===== config.mk =====
export PLATFORM = sky130hd
export DESIGN_NAME = roi_scan_harness_flat
export DESIGN_NICKNAME = d
export VERILOG_FILES = /design/src/rtl/roi_scan_pkg.sv /design/src/rtl/roi_scan_harness_if.sv /design/src/rtl/roi_scan_piso.sv /design/src/rtl/roi_scan_harness.sv /design/src/flat_wrapper.sv
export SDC_FILE = /design/constraint.sdc
export NUM_CORES = 1
export LEC_CHECK = 0
export BUFFER_PORTS_ARGS = -buffer_cell sky130_fd_sc_hd__clkbuf_2
export CAP_MARGIN = 30
export CORE_MARGIN = 4
export CORE_UTILIZATION = 35
export CTS_CLUSTER_SIZE = 16
export DETAILED_ROUTE_END_ITERATION = 10
export HOLD_SLACK_MARGIN = 0.03
export PLACE_DENSITY = 0.6
export SLEW_MARGIN = 20
export SYNTH_ARGS = -nofsm -noshare
export SYNTH_HDL_FRONTEND = slang
export SYNTH_SLANG_ARGS = --single-unit

===== constraint.sdc =====
create_clock -name clk -period 9.49 [get_ports clk]
set_input_delay 0.4745 -clock clk [delete_from_list [all_inputs] [get_ports clk]]
set_output_delay 0.4745 -clock clk [all_outputs]
set_load 0.05 [all_outputs]

===== src/rtl/roi_scan_pkg.sv =====
// Shared types and sizing helpers for the ROI scan harness.
// Latency/backpressure: n/a (package only).
// Macro ROI_SCAN_PARITY_EN adds one trailing parity bit to the unload stream.
package roi_scan_pkg;

  typedef enum logic [2:0] {
    ST_IDLE    = 3'd0,
    ST_LOAD    = 3'd1,
    ST_APPLY   = 3'd2,
    ST_CAPTURE = 3'd3,
    ST_UNLOAD  = 3'd4
  } scan_state_e;

  localparam int DIN_N_DFLT      = 8;
  localparam int DOUT_N_DFLT     = 100;
  localparam int SETTLE_CYC_DFLT = 2;

  // Number of serial result bits emitted per scan.
  function automatic int unload_len(input int dout_n);
`ifdef ROI_SCAN_PARITY_EN
    return dout_n + 1;
`else
    return dout_n;
`endif
  endfunction

  localparam int UNLOAD_LEN = unload_len(DOUT_N_DFLT);

  // Counter width able to hold the largest of the three limits without wrapping.
  function automatic int cnt_width(input int a, input int b, input int c);
    int m;
    m = a;
    if (b > m) m = b;
    if (c > m) m = c;
    return (m < 1) ? 1 : $clog2(m + 1);
  endfunction

endpackage


===== src/rtl/roi_scan_harness_if.sv =====
// Host/ROI-facing bundle of the scan harness (stimulus in, result out, status).
// Latency/backpressure: n/a (wiring only); the serial result has no backpressure.
// master = host + ROI side, slave = harness. do_bit carries the serial result bit
// ("do" is a reserved word).
interface roi_scan_harness_if #(
  parameter int DIN_N  = 8,
  parameter int DOUT_N = 100
);
  logic              start;
  logic              di;
  logic              di_valid;
  logic [DIN_N-1:0]  din;
  logic [DOUT_N-1:0] dout;
  logic              do_bit;
  logic              do_valid;
  logic              busy;
  logic              done;

  modport master (
    output start, di, di_valid, dout,
    input  din, do_bit, do_valid, busy, done
  );

  modport slave (
    input  start, di, di_valid, dout,
    output din, do_bit, do_valid, busy, done
  );
endinterface


===== src/rtl/roi_scan_piso.sv =====
// Parallel-load / serial-out shift register, MSB first, zero fill.
// Latency: ser_out shows par_in MSB the cycle after load; one bit per shift.
// Backpressure: none; last flags the final bit (W-th) while it is on ser_out.
// Ports: load/shift controls, par_in vector, ser_out bit, last (count done).
module roi_scan_piso
  import roi_scan_pkg::*;
#(
  parameter int W = 8
) (
  input  logic         clk,
  input  logic         rst,
  input  logic         load,
  input  logic         shift,
  input  logic [W-1:0] par_in,
  output logic         ser_out,
  output logic         last
);
  localparam int CW = cnt_width(W, 0, 0);
  localparam logic [CW-1:0] LAST_IDX = CW'(W - 1);

  logic [W-1:0]  shr_q, shr_d;
  logic [CW-1:0] cnt_q, cnt_d;

  always_comb begin
    shr_d = shr_q;
    cnt_d = cnt_q;
    if (load) begin
      shr_d = par_in;
      cnt_d = '0;
    end else if (shift) begin
      // Zero fill leaves ser_out low once the vector has drained.
      shr_d = shr_q << 1;
      if (cnt_q != LAST_IDX) cnt_d = cnt_q + CW'(1);
    end
  end

  always_ff @(posedge clk or posedge rst) begin
    if (rst) begin
      shr_q <= '0;
      cnt_q <= '0;
    end else begin
      shr_q <= shr_d;
      cnt_q <= cnt_d;
    end
  end

  assign ser_out = shr_q[W-1];
  assign last    = (cnt_q == LAST_IDX);

endmodule


===== src/rtl/roi_scan_harness.sv =====
// Scan harness: serial load of DIN_N stimulus bits, parallel apply to the ROI,
// SETTLE_CYC wait, capture of DOUT_N results, serial unload MSB first.
// Latency: start -> first do_valid = DIN_N + SETTLE_CYC + 2 cycles without di stalls.
// Backpressure: di_valid low stalls LOAD; unload is free-running (no backpressure).
// Ports: clk, rst (async, active-high), bus (slave modport of roi_scan_harness_if).
// Macro ROI_SCAN_PARITY_EN: append even parity of the captured vector to the unload.
module roi_scan_harness
  import roi_scan_pkg::*;
#(
  parameter int DIN_N      = DIN_N_DFLT,
  parameter int DOUT_N     = DOUT_N_DFLT,
  parameter int SETTLE_CYC = SETTLE_CYC_DFLT
) (
  input  logic              clk,
  input  logic              rst,
  roi_scan_harness_if.slave bus
);
  localparam int ULEN = unload_len(DOUT_N);
  localparam int CW   = cnt_width(DIN_N, DOUT_N, SETTLE_CYC);
  localparam logic [CW-1:0] LOAD_LAST   = CW'(DIN_N - 1);
  localparam logic [CW-1:0] SETTLE_LAST = CW'((SETTLE_CYC > 0) ? SETTLE_CYC - 1 : 0);

  scan_state_e      state_q, state_d;
  logic [CW-1:0]    cnt_q, cnt_d;
  logic [DIN_N-1:0] shr_q, shr_d;
  logic [DIN_N-1:0] din_q, din_d;
  logic             do_valid_q, do_valid_d;
  logic             busy_q, busy_d;
  logic             done_q, done_d;

  logic             piso_load;
  logic             piso_shift;
  logic             piso_last;
  logic             piso_out;
  logic [ULEN-1:0]  cap_vec;

`ifdef ROI_SCAN_PARITY_EN
  assign cap_vec = {bus.dout, ^bus.dout};
`else
  assign cap_vec = bus.dout;
`endif

  // The unload shadow is loaded on the CAPTURE edge and shifted once per UNLOAD cycle.
  assign piso_load  = (state_q == ST_CAPTURE);
  assign piso_shift = (state_q == ST_UNLOAD);

  roi_scan_piso #(.W(ULEN)) u_piso (
    .clk     (clk),
    .rst     (rst),
    .load    (piso_load),
    .shift   (piso_shift),
    .par_in  (cap_vec),
    .ser_out (piso_out),
    .last    (piso_last)
  );

  always_comb begin
    state_d    = state_q;
    cnt_d      = cnt_q;
    shr_d      = shr_q;
    din_d      = din_q;
    do_valid_d = do_valid_q;
    done_d     = 1'b0;
    unique case (state_q)
      ST_IDLE: begin
        // done_q marks the cycle right after the last bit; a start there is dropped.
        if (bus.start && !done_q) begin
          state_d = ST_LOAD;
          cnt_d   = '0;
        end
      end
      ST_LOAD: begin
        if (bus.di_valid) begin
          shr_d = (shr_q << 1) | DIN_N'(bus.di);
          cnt_d = cnt_q + CW'(1);
          if (cnt_q == LOAD_LAST) begin
            din_d   = shr_d;
            cnt_d   = '0;
            state_d = (SETTLE_CYC == 0) ? ST_CAPTURE : ST_APPLY;
          end
        end
      end
      ST_APPLY: begin
        if (cnt_q == SETTLE_LAST) begin
          state_d = ST_CAPTURE;
          cnt_d   = '0;
        end else begin
          cnt_d = cnt_q + CW'(1);
        end
      end
      ST_CAPTURE: begin
        state_d    = ST_UNLOAD;
        do_valid_d = 1'b1;
      end
      ST_UNLOAD: begin
        if (piso_last) begin
          state_d    = ST_IDLE;
          do_valid_d = 1'b0;
          done_d     = 1'b1;
        end
      end
      default: state_d = ST_IDLE;
    endcase
    busy_d = (state_d != ST_IDLE);
  end

  always_ff @(posedge clk or posedge rst) begin
    if (rst) begin
      state_q    <= ST_IDLE;
      cnt_q      <= '0;
      shr_q      <= '0;
      din_q      <= '0;
      do_valid_q <= 1'b0;
      busy_q     <= 1'b0;
      done_q     <= 1'b0;
    end else begin
      state_q    <= state_d;
      cnt_q      <= cnt_d;
      shr_q      <= shr_d;
      din_q      <= din_d;
      do_valid_q <= do_valid_d;
      busy_q     <= busy_d;
      done_q     <= done_d;
    end
  end

  assign bus.din      = din_q;
  assign bus.do_bit   = piso_out;
  assign bus.do_valid = do_valid_q;
  assign bus.busy     = busy_q;
  assign bus.done     = done_q;

endmodule


===== src/flat_wrapper.sv =====
// flat-port wrapper written by rule: the top's interface ports become plain ports
module roi_scan_harness_flat import roi_scan_pkg::*;
#(
  parameter int DIN_N      = DIN_N_DFLT,
  parameter int DOUT_N     = DOUT_N_DFLT,
  parameter int SETTLE_CYC = SETTLE_CYC_DFLT
)
  (clk, rst, bus_start, bus_di, bus_di_valid, bus_dout, bus_din, bus_do_bit, bus_do_valid, bus_busy, bus_done);
  roi_scan_harness_if #(.DIN_N(DIN_N), .DOUT_N(DOUT_N)) bus_i ();
  input  logic clk;
  input  logic rst;
  input wire logic [$bits(bus_i.start)-1:0] bus_start;
  input wire logic [$bits(bus_i.di)-1:0] bus_di;
  input wire logic [$bits(bus_i.di_valid)-1:0] bus_di_valid;
  input wire logic [$bits(bus_i.dout)-1:0] bus_dout;
  output wire logic [$bits(bus_i.din)-1:0] bus_din;
  output wire logic [$bits(bus_i.do_bit)-1:0] bus_do_bit;
  output wire logic [$bits(bus_i.do_valid)-1:0] bus_do_valid;
  output wire logic [$bits(bus_i.busy)-1:0] bus_busy;
  output wire logic [$bits(bus_i.done)-1:0] bus_done;
  assign bus_i.start = bus_start;
  assign bus_i.di = bus_di;
  assign bus_i.di_valid = bus_di_valid;
  assign bus_i.dout = bus_dout;
  assign bus_din = bus_i.din;
  assign bus_do_bit = bus_i.do_bit;
  assign bus_do_valid = bus_i.do_valid;
  assign bus_busy = bus_i.busy;
  assign bus_done = bus_i.done;
  roi_scan_harness #(.DIN_N(DIN_N), .DOUT_N(DOUT_N), .SETTLE_CYC(SETTLE_CYC)) u_core (.clk(clk), .rst(rst), .bus(bus_i));
endmodule

; Yosys cells after proc, flatten, opt, wreduce, memory -nomap -nowiden
; Cells that the tools add are included.
[totals]
register_bits = 135
wordCells = 55
input_bits = 105
out_inout_bits = 12
[classes]
n_addsub = 2
eq_ne = 11
n_bitwise = 1
muxes = 20
n_reduce_logical = 12
[ops]
columns = operator, n
row1 = $mux W100, 2
row2 = $mux W7, 7
row3 = $pmux W7 S3, 1
row4 = $mux W3, 5
row5 = $pmux W3 S5, 1
row6 = $add A7 B1 Y7 const B, 2
row7 = $or A8 B1 Y8, 1
row8 = $eq A7 B1 Y1 const B, 1
row9 = $eq A7 B3 Y1 const B, 1
row10 = $eq A7 B7 Y1 const B, 1
row11 = $ne A7 B7 Y1 const B, 1
row12 = $eq A3 B2 Y1 const B, 2
row13 = $reduce_and A2 Y1, 3
row14 = $reduce_and A3 Y1, 2
row15 = $reduce_bool A3 Y1, 2
row16 = $ne A2 B2 Y1 const B, 2
row17 = $reduce_bool A2 Y1, 2
row18 = $eq A3 B1 Y1 const B, 1
row19 = $eq A3 B3 Y1 const B, 1
row20 = $logic_not A3 Y1, 1
row21 = $mux W1, 3
row22 = $ne A2 B1 Y1 const B, 1
row23 = $pmux W1 S2, 1
row24 = $logic_and A1 B1 Y1, 1
row25 = $logic_not A1 Y1, 1

; Depth between registers and ports, before layout
; Gate-level depths: netlist of run 1.
[logic_depth]
ltp_word = 5
depth_mapped = 7

; By module
; Synthesis of run 1 repeated with hierarchy kept, for this count alone.
[unflattened]
cells_unflattened = 594
area_unflattened_um2 = 6284.8
[by_module_without_submodules]
columns = mod, seq_area_each_um2, instances, area_each_um2, cells_per_inst
row1 = roi_scan_piso, 2677.6, 1, 4943.5, 478
row2 = roi_scan_harness, 700.7, 1, 1341.3, 116

; Least setup slack after synthesis of run 1
; No wires, ideal clock.
[synth_timing]
kind = reg-to-reg
from = register u_core.state_q[1]
to = register u_core.din_q[7] (netlist: u_core.bus.din[7])
required_ps = 9365
path_buffers = 0
setup_ps = 125
setup_slack_ps = 7810
arrival_ps = 1555
path_stages_with_launch = 5
cell_sequence = dfrtp_1 -> nand2b_4 -> nor3b_4 -> and4_1 -> mux2_2
[synth_via]
elab_chain_len = 2
[synth_lines]
columns = element, line_no
row1 = start: declaration, roi_scan_harness.sv:23  ; scan_state_e state_q, state_d;
row2 = start signal: assignment, roi_scan_harness.sv:117  ; state_q <= state_d;
row3 = $eq A3 B1 Y1, roi_scan_harness.sv:64  ; unique case (state_q)
row4 = $reduce_and A3 Y1 (no line), -
row5 = end signal: assignment, roi_scan_harness.sv:120  ; din_q <= din_d;
row6 = end: declaration, roi_scan_harness.sv:26  ; logic [DIN_N-1:0] din_q, din_d;
; No other way between the ends.
; A chain may end at the register's enable or synchronous reset.

; Worst setup path in the final report of run 1
[layout_timing]
from = register u_core.state_q[2]
to = register u_core.u_piso.cnt_q[5]
[layout_via]
elab_chain_len = 3
[layout_lines]
columns = element, line_no
row1 = $eq A3 B2 Y1 or $eq A3 B3 Y1 (tied branches), "roi_scan_harness.sv:44, roi_scan_harness.sv:45"
row2 = $reduce_bool A2 Y1 (no line), -
row3 = $reduce_and A2 Y1 (no line), -
row4 = end signal: assignment, roi_scan_piso.sv:43  ; cnt_q <= cnt_d;
row5 = end: declaration, roi_scan_piso.sv:22  ; logic [CW-1:0] cnt_q, cnt_d;
; Several ways; a longest one is shown, not always the timed one.

==> results.txt, run 1 <==
Pre-CTS setup slack - 6.42 ns
Vias in the first global route - 4680
Class of the worst hold path - primary input to async pin
I/O pin cnt - 117
Post-synthesis simple-gate area fraction - 10.8%
Uppermost layer routed - met4
Register bit total from synthesis - 135
GRT Residual Overflow - 0
First drt pass iteration count - 4
Outcome - finished clean
Ratio of cells with drive above 1 in the final layout - 25.8%
Core box area - 17400 um2
DP Area - 6950 um2
Max_cap viols - 0
Worst-path clk slew - 0.06 ns
Synth Area in Compound Gates - 11.0%
Reg-to-Reg Start - u_core.state_q[2]$_DFF_PP0_
Worst setup path class - flop to flop
Syn avg cell area - 10.9 um2
Crit path from - u_core.state_q[2]$_DFF_PP0_
Fin crit period - 2.73 ns
Worst rel slew slack - 41.6%
Cell variety after synth - 44
Final Instance Area - 7640 um2
Leak - 4.10 nW
Cell Pwr Density - 176 nW/um2
Initial antenna violation count - 0
Slew @ Worst Pin - 0.875 ns
Die W - 142 um
Largest net degree at the start of global routing - 109
Setup TNS - 0 ns
Die Height - 142 um
Final setup viols - 0
Hold Slack - 0.113 ns
Mapped Cells - 574
Max Transition Viols Final - 0
Area of the die - 20000 um2
Gp weighted congestion - 0.804
Fill count - 1669
Latest clock arrival within the worst-skew pair - 0.41 ns
RSZ-0062 raised after global routing - no
CTS tree - built
Routed length on met1 - 5800 um
Initial Utilization - 36.0%
Final ANT Viol Nets - 0
Mux cell area share after synthesis - 18.7%
Clk_skew - 0.00712 ns
Rows - 48
CP endpoint kind - flop
DRC Markers - 0
DPL Wire Length - 8550 um
Post-CTS Setup Bufs - 0
Met3 WL - 790 um
Synth Net Count - 682
Synth cell count leaders - dfrtp_1 (135), nand2_1 (111), mux2i_1 (100), o21ai_0 (98), mux2_2 (15)
Tcrit/Tclk final - 28.8%
Top FF cell, synth - dfrtp_1
Clk root buf - clkbuf_16
Synth area leader - dfrtp_1
Crit-path max FO - 108
Synth Area in Adders - 0.601%
GRT Overall Usage - 13.3%
Clock tree buffer depth - 2
PnR worst setup slack - 6.76 ns
Worst path required time - 9.74 ns
Synth async-reset ratio - 100%
Largest family of logic cells by synthesized area - multiplexers
Worst Path Arrival - 2.98 ns
Max Clk Rate - 367 MHz
Crit start category - flop
Vias post-DR - 4432
Syn-to-layout area delta - 22.5%
First-pass GRT wire length - 21800 um
Post_cts resized - 0
Xor and xnor area share after synthesis - 0.842%
CTS buffer count - 17
CTS Hold Bufs - 0
Most common cell in the netlist - dfrtp_1
WL per Instance - 13.9 um
Net count, final - 785
Routed wl met2 - 5900 um
Yosys warning count - 0
Number of antenna diodes - 0
Port-buffer cells - 116
Synth area leaders - dfrtp_1 (54%), mux2i_1 (16%), o21ai_0 (7.9%)
Number of flops mapped to enable cells by yosys - 0
Seq/Total Area, Yosys - 54.1%
Worst vdd ir - 0.115 mV
Initial DRC Count - 214
H-tree levels - 4
Cell Area, Synth - 6240 um2
Final Hold Viols - 0
Vias per cell - 4.84
DRT Wirelength - 12700 um
CTS sink count - 135
Area share of the largest cell type after synthesis - 54.1%
Final cell utilization of the core - 44.0%
final cells by class:
| type | instances | area (um2) | share of cell area [%] |
|---|---|---|---|
| repair buffers | 123 | 693 | 9.07 |
| inverters | 4 | 20.0 | 0.262 |
| flip-flops and latches | 135 | 3380 | 44.2 |
| multi-input cells | 396 | 2630 | 34.4 |
| well taps | 225 | 282 | 3.68 |
| clock inverters | 11 | 171 | 2.24 |
| clock buffers | 21 | 470 | 6.15 |
path summary, 6_finish.rpt:
kind,end,slack (ns),depth (start not counted)
worst max-delay path,u_core.u_piso.cnt_q[5]$_DFFE_PP0P_,6.76,6
worst min-delay path,u_core.state_q[1]$_DFF_PP0_,0.11,2
worst max register to register,u_core.u_piso.cnt_q[5]$_DFFE_PP0P_,6.76,6
worst min register to register,u_core.bus.din[7]$_DFFE_PP0P_,0.50,1
max in group asynchronous,u_core.u_piso.shr_q[9]$_DFFE_PP0P_,8.31,4
min in group clk,u_core.u_piso.shr_q[14]$_DFFE_PP0P_,0.26,3
cell usage in the layout (no fill, tap or decap), types with 2 or more instances in the layout:
cell	count
ha_1	3
and3_1	3
clkinv_4	3
clkinvlp_4	2
buf_4	4
nor2_1	13
nand3_1	2
o21ai_1	7
o21ai_0	98
o31ai_1	2
xor2_1	6
clkinv_2	2
clkbuf_16	17
or3b_1	2
bufinv_16	4
nor3_1	2
clkbuf_2	116
mux2_2	15
buf_16	3
o21a_1	3
mux2i_1	100
clkbuf_8	3
a21oi_1	3
dfrtp_1	135
nand2_1	111
inv_1	3
o211ai_1	4
stage by stage:
step | std cells | power (mW)
6_report | 915 | 1.35
5_1_grt | 915 | 1.40
4_1_cts | 913 | 1.37
3_5_place_dp | 881 | 0.653
3_3_place_gp | 880 | 0.651
2_1_floorplan | 574 | 0.622
power by group:
| group | switching (mW) | total, mW | internal (mW) | leakage [nW] |
|---|---|---|---|---|
| Sequential | 0.00620 | 0.593 | 0.587 | 1.72 |
| Clock | 0.245 | 0.705 | 0.461 | 0.309 |
| Combinational | 0.0247 | 0.0484 | 0.0237 | 2.07 |
| Total | 0.275 | 1.35 | 1.07 | 4.10 |
critical path, cell delays in order, from the launching register on:
cell and delay [ns]:
dfrtp_1 0.47, and3b_4 0.51, buf_16 0.29, buf_4 0.74, o2111ai_1 0.25, xor2_1 0.17, nor2_1 0.06
kinds of logic (layout without fill, tap and decap cells):
| group | Yosys count | in the layout |
|---|---|---|
| AOI/OAI and AO/OA | 126 | 126 |
| xor gates and xnor gates | 6 | 6 |
| adders and majority gates | 3 | 3 |
| buffers and inverters | 43 | 159 |
| DFF | 135 | 135 |
| muxes | 115 | 115 |
| and+or+nand+nor | 146 | 146 |
routing by layer:
layer  track usage [%]  up-vias
li1                  -     2211
met1              16.9     2092
met2              21.4      112
met3              4.08       17
met4              4.70        0
met5                 0        -
registers in the layout, indices dropped and copies added, names as in the netlist:
name                 flops
u_core.shr_q             7
u_core.u_piso.shr_q    100
u_core.bus.done          1
u_core.state_q           3
u_core.bus.din           8
u_core.cnt_q             7
u_core.u_piso.cnt_q      7
u_core.bus.do_valid      1
u_core.bus.busy          1
Note: power is estimated with default switching activity, not from simulation.
==> run 2: changes to the inputs <==
clock period = 2.7 ns   (was 9.49 ns; I/O delays follow)
==> run 2 against run 1 <==
Effect of this change:
- via count is 8.4% higher
- cell area increased by 13%
- sequential share of layout area decreased by 5.1 points
- clock-buffer cell count down 3
- die area unchanged
- first-iteration DRC count rose by 19%
- wire length up 9.5%
- worst hold slack improved by 0.16 ns
- non-clock buffer count is 102 higher
- sequential cell count is the same
- total power grew to 3.5 times the previous value
- worst setup slack lost 6.0 ns
- critical endpoint is now u_core.u_piso.cnt_q[0]$_DFFE_PP0P_
- highest routed layer unchanged
==> results.txt, run 2 (synthesis gave the netlist of run 1 again) <==
Outcome - finished clean
Clock share of power - 50.2%
Sw Share - 21.9%
Final ANT Viol Nets - 0
Port-buffer cells - 116
DRC Markers - 0
Number of antenna diodes - 0
Syn-to-layout area delta - 38.6%
I/O pin cnt - 117
Max Clk Rate - 527 MHz
Initial antenna violation count - 0
H-tree levels - 4
Die W - 142 um
Final setup viols - 0
Largest register FFs - 100
Worst setup path class - flop to flop
Sequential fraction of design power - 43.8%
Latest clock arrival within the worst-skew pair - 0.41 ns
Initial Utilization - 36.0%
Commonest cells after routing, fill and taps aside - dfrtp_1 (135), clkbuf_2 (116), nand2_1 (111), dlygate4sd3_1 (102), mux2i_1 (100)
Rows - 48
CP cell instances - nor3b_2 > buf_12 > o31ai_1 > xor2_1 > nor2_1
Worst Path Arrival - 2.23 ns
CP endpoint kind - flop
Max Transition Viols Final - 0
Ratio of cells with drive above 1 in the final layout - 22.6%
Top reg by flops - u_core.u_piso.shr_q
First-pass GRT wire length - 23500 um
Worst-path clk slew - 0.06 ns
Class of the worst hold path - primary input to flop
Final Instance Area - 8650 um2
RSZ-0062 raised after global routing - no
Post-CTS Setup Bufs - 0
Clock tree buffer depth - 2
Max_cap viols - 0
Leak - 4.51 nW
Die Height - 142 um
CTS sink count - 135
Worst path required time - 3.03 ns
WL per Instance - 13.6 um
Tcrit/Tclk final - 70.3%
Clk_skew - 0.00781 ns
Gp weighted congestion - 0.813
Final Hold Viols - 0
Crit-path max FO - 57
DRT Wirelength - 13900 um
Vias in the first global route - 4972
DP Area - 7020 um2
Slew @ Worst Pin - 0.759 ns
Clk root buf - clkbuf_16
Core box area - 17400 um2
Post_cts resized - 0
GRT Overall Usage - 14.3%
Pre-CTS setup slack - 0.797 ns
CTS buffer count - 17
Gate power share - 6.0%
GRT Residual Overflow - 0
WP buf/inv - 1
Fin crit period - 1.90 ns
Vias post-DR - 4806
PnR worst setup slack - 0.801 ns
Setup TNS - 0 ns
Top delay family on crit path - simple AND/OR/NAND/NOR gates
Worst rel slew slack - 49.4%
Net count, final - 887
DPL Wire Length - 8420 um
Worst vdd ir - 0.418 mV
Crit start category - flop
Largest stage delay, worst path - 0.49 ns
Commonest non-fill, non-tap cell in the layout - dfrtp_1
Psw - 1.04 mW
Initial DRC Count - 255
Cell Pwr Density - 551 nW/um2
Slowest-stage cell, CP - dfrtp_1
Vias per cell - 4.73
CTS tree - built
Area of the die - 20000 um2
Int Pwr - 3.72 mW
First drt pass iteration count - 4
Largest net degree at the start of global routing - 136
[run 2: power by group through the flow]
stage / Clock (mW) / Combinational, mW / Sequential, mW
after CTS: 2.45 / 0.289 / 2.09
after detailed placement: 0 / 0.173 / 2.12
after global placement: 0 / 0.170 / 2.12
after global routing: 2.54 / 0.319 / 2.09
final: 2.39 / 0.288 / 2.09
after floorplan: 0 / 0.0674 / 2.12
[run 2: area by class of cell]
type | count | area [um2]
fillers | 1536 | 8710
flip-flops and latches | 135 | 3380
multi-input cells | 396 | 2630
repair buffers | 225 | 1730
clock buffers | 18 | 439
well taps | 225 | 282
clock inverters | 14 | 175
inverters | 4 | 18.8
[run 2: final timing paths]
path	start	end	slack [ns]	cells after the start
min in group asynchronous	rst	u_core.u_piso.shr_q[43]$_DFFE_PP0P_	0.48	4
worst min register to register	u_core.bus.din[4]$_DFFE_PP0P_	u_core.bus.din[4]$_DFFE_PP0P_	0.50	1
worst max-delay path	u_core.state_q[2]$_DFF_PP0_	u_core.u_piso.cnt_q[0]$_DFFE_PP0P_	0.80	5
max in group asynchronous	rst	u_core.u_piso.cnt_q[3]$_DFFE_PP0P_	1.70	4
worst max register to register	u_core.state_q[2]$_DFF_PP0_	u_core.u_piso.cnt_q[0]$_DFFE_PP0P_	0.80	5
worst min-delay path	bus_di_valid	u_core.shr_q[3]$_DFFE_PP0P_	0.27	4
[run 2: through the flow]
stage | std cells | util [%] | total power [mW] | hold WS, ns
floorplan | 574 | - | 2.19 | 0.252
global placement | 883 | 40.4 | 2.29 | 0.340
detailed placement | 883 | 40.4 | 2.29 | 0.342
CTS | 1017 | 49.8 | 4.83 | 0.250
global route | 1017 | 49.8 | 4.95 | 0.260
finish | 1017 | 49.8 | 4.77 | 0.270
[run 2: metal layers]
metal	global-route usage, %	part of all wire (%)	vias to the layer above
met2	23.3	48	105
met4	4.85	1.5	0
met1	18.5	46	2263
met5	0	0	-
li1	-	-	2420
met3	3.74	4.5	18
[run 2: worst reg2reg max path: stages, from the launching register on]
cell and delay (ns):
dfrtp_1 0.49, nor3b_2 0.41, buf_12 0.37, o31ai_1 0.25, xor2_1 0.19, nor2_1 0.12
[run 2: what timing repair did]
action / in CTS / in global routing
endpoints found under the setup margin: 0 / 0
hold endpoints to repair: 237 / 0
hold buffers: 102 / 0
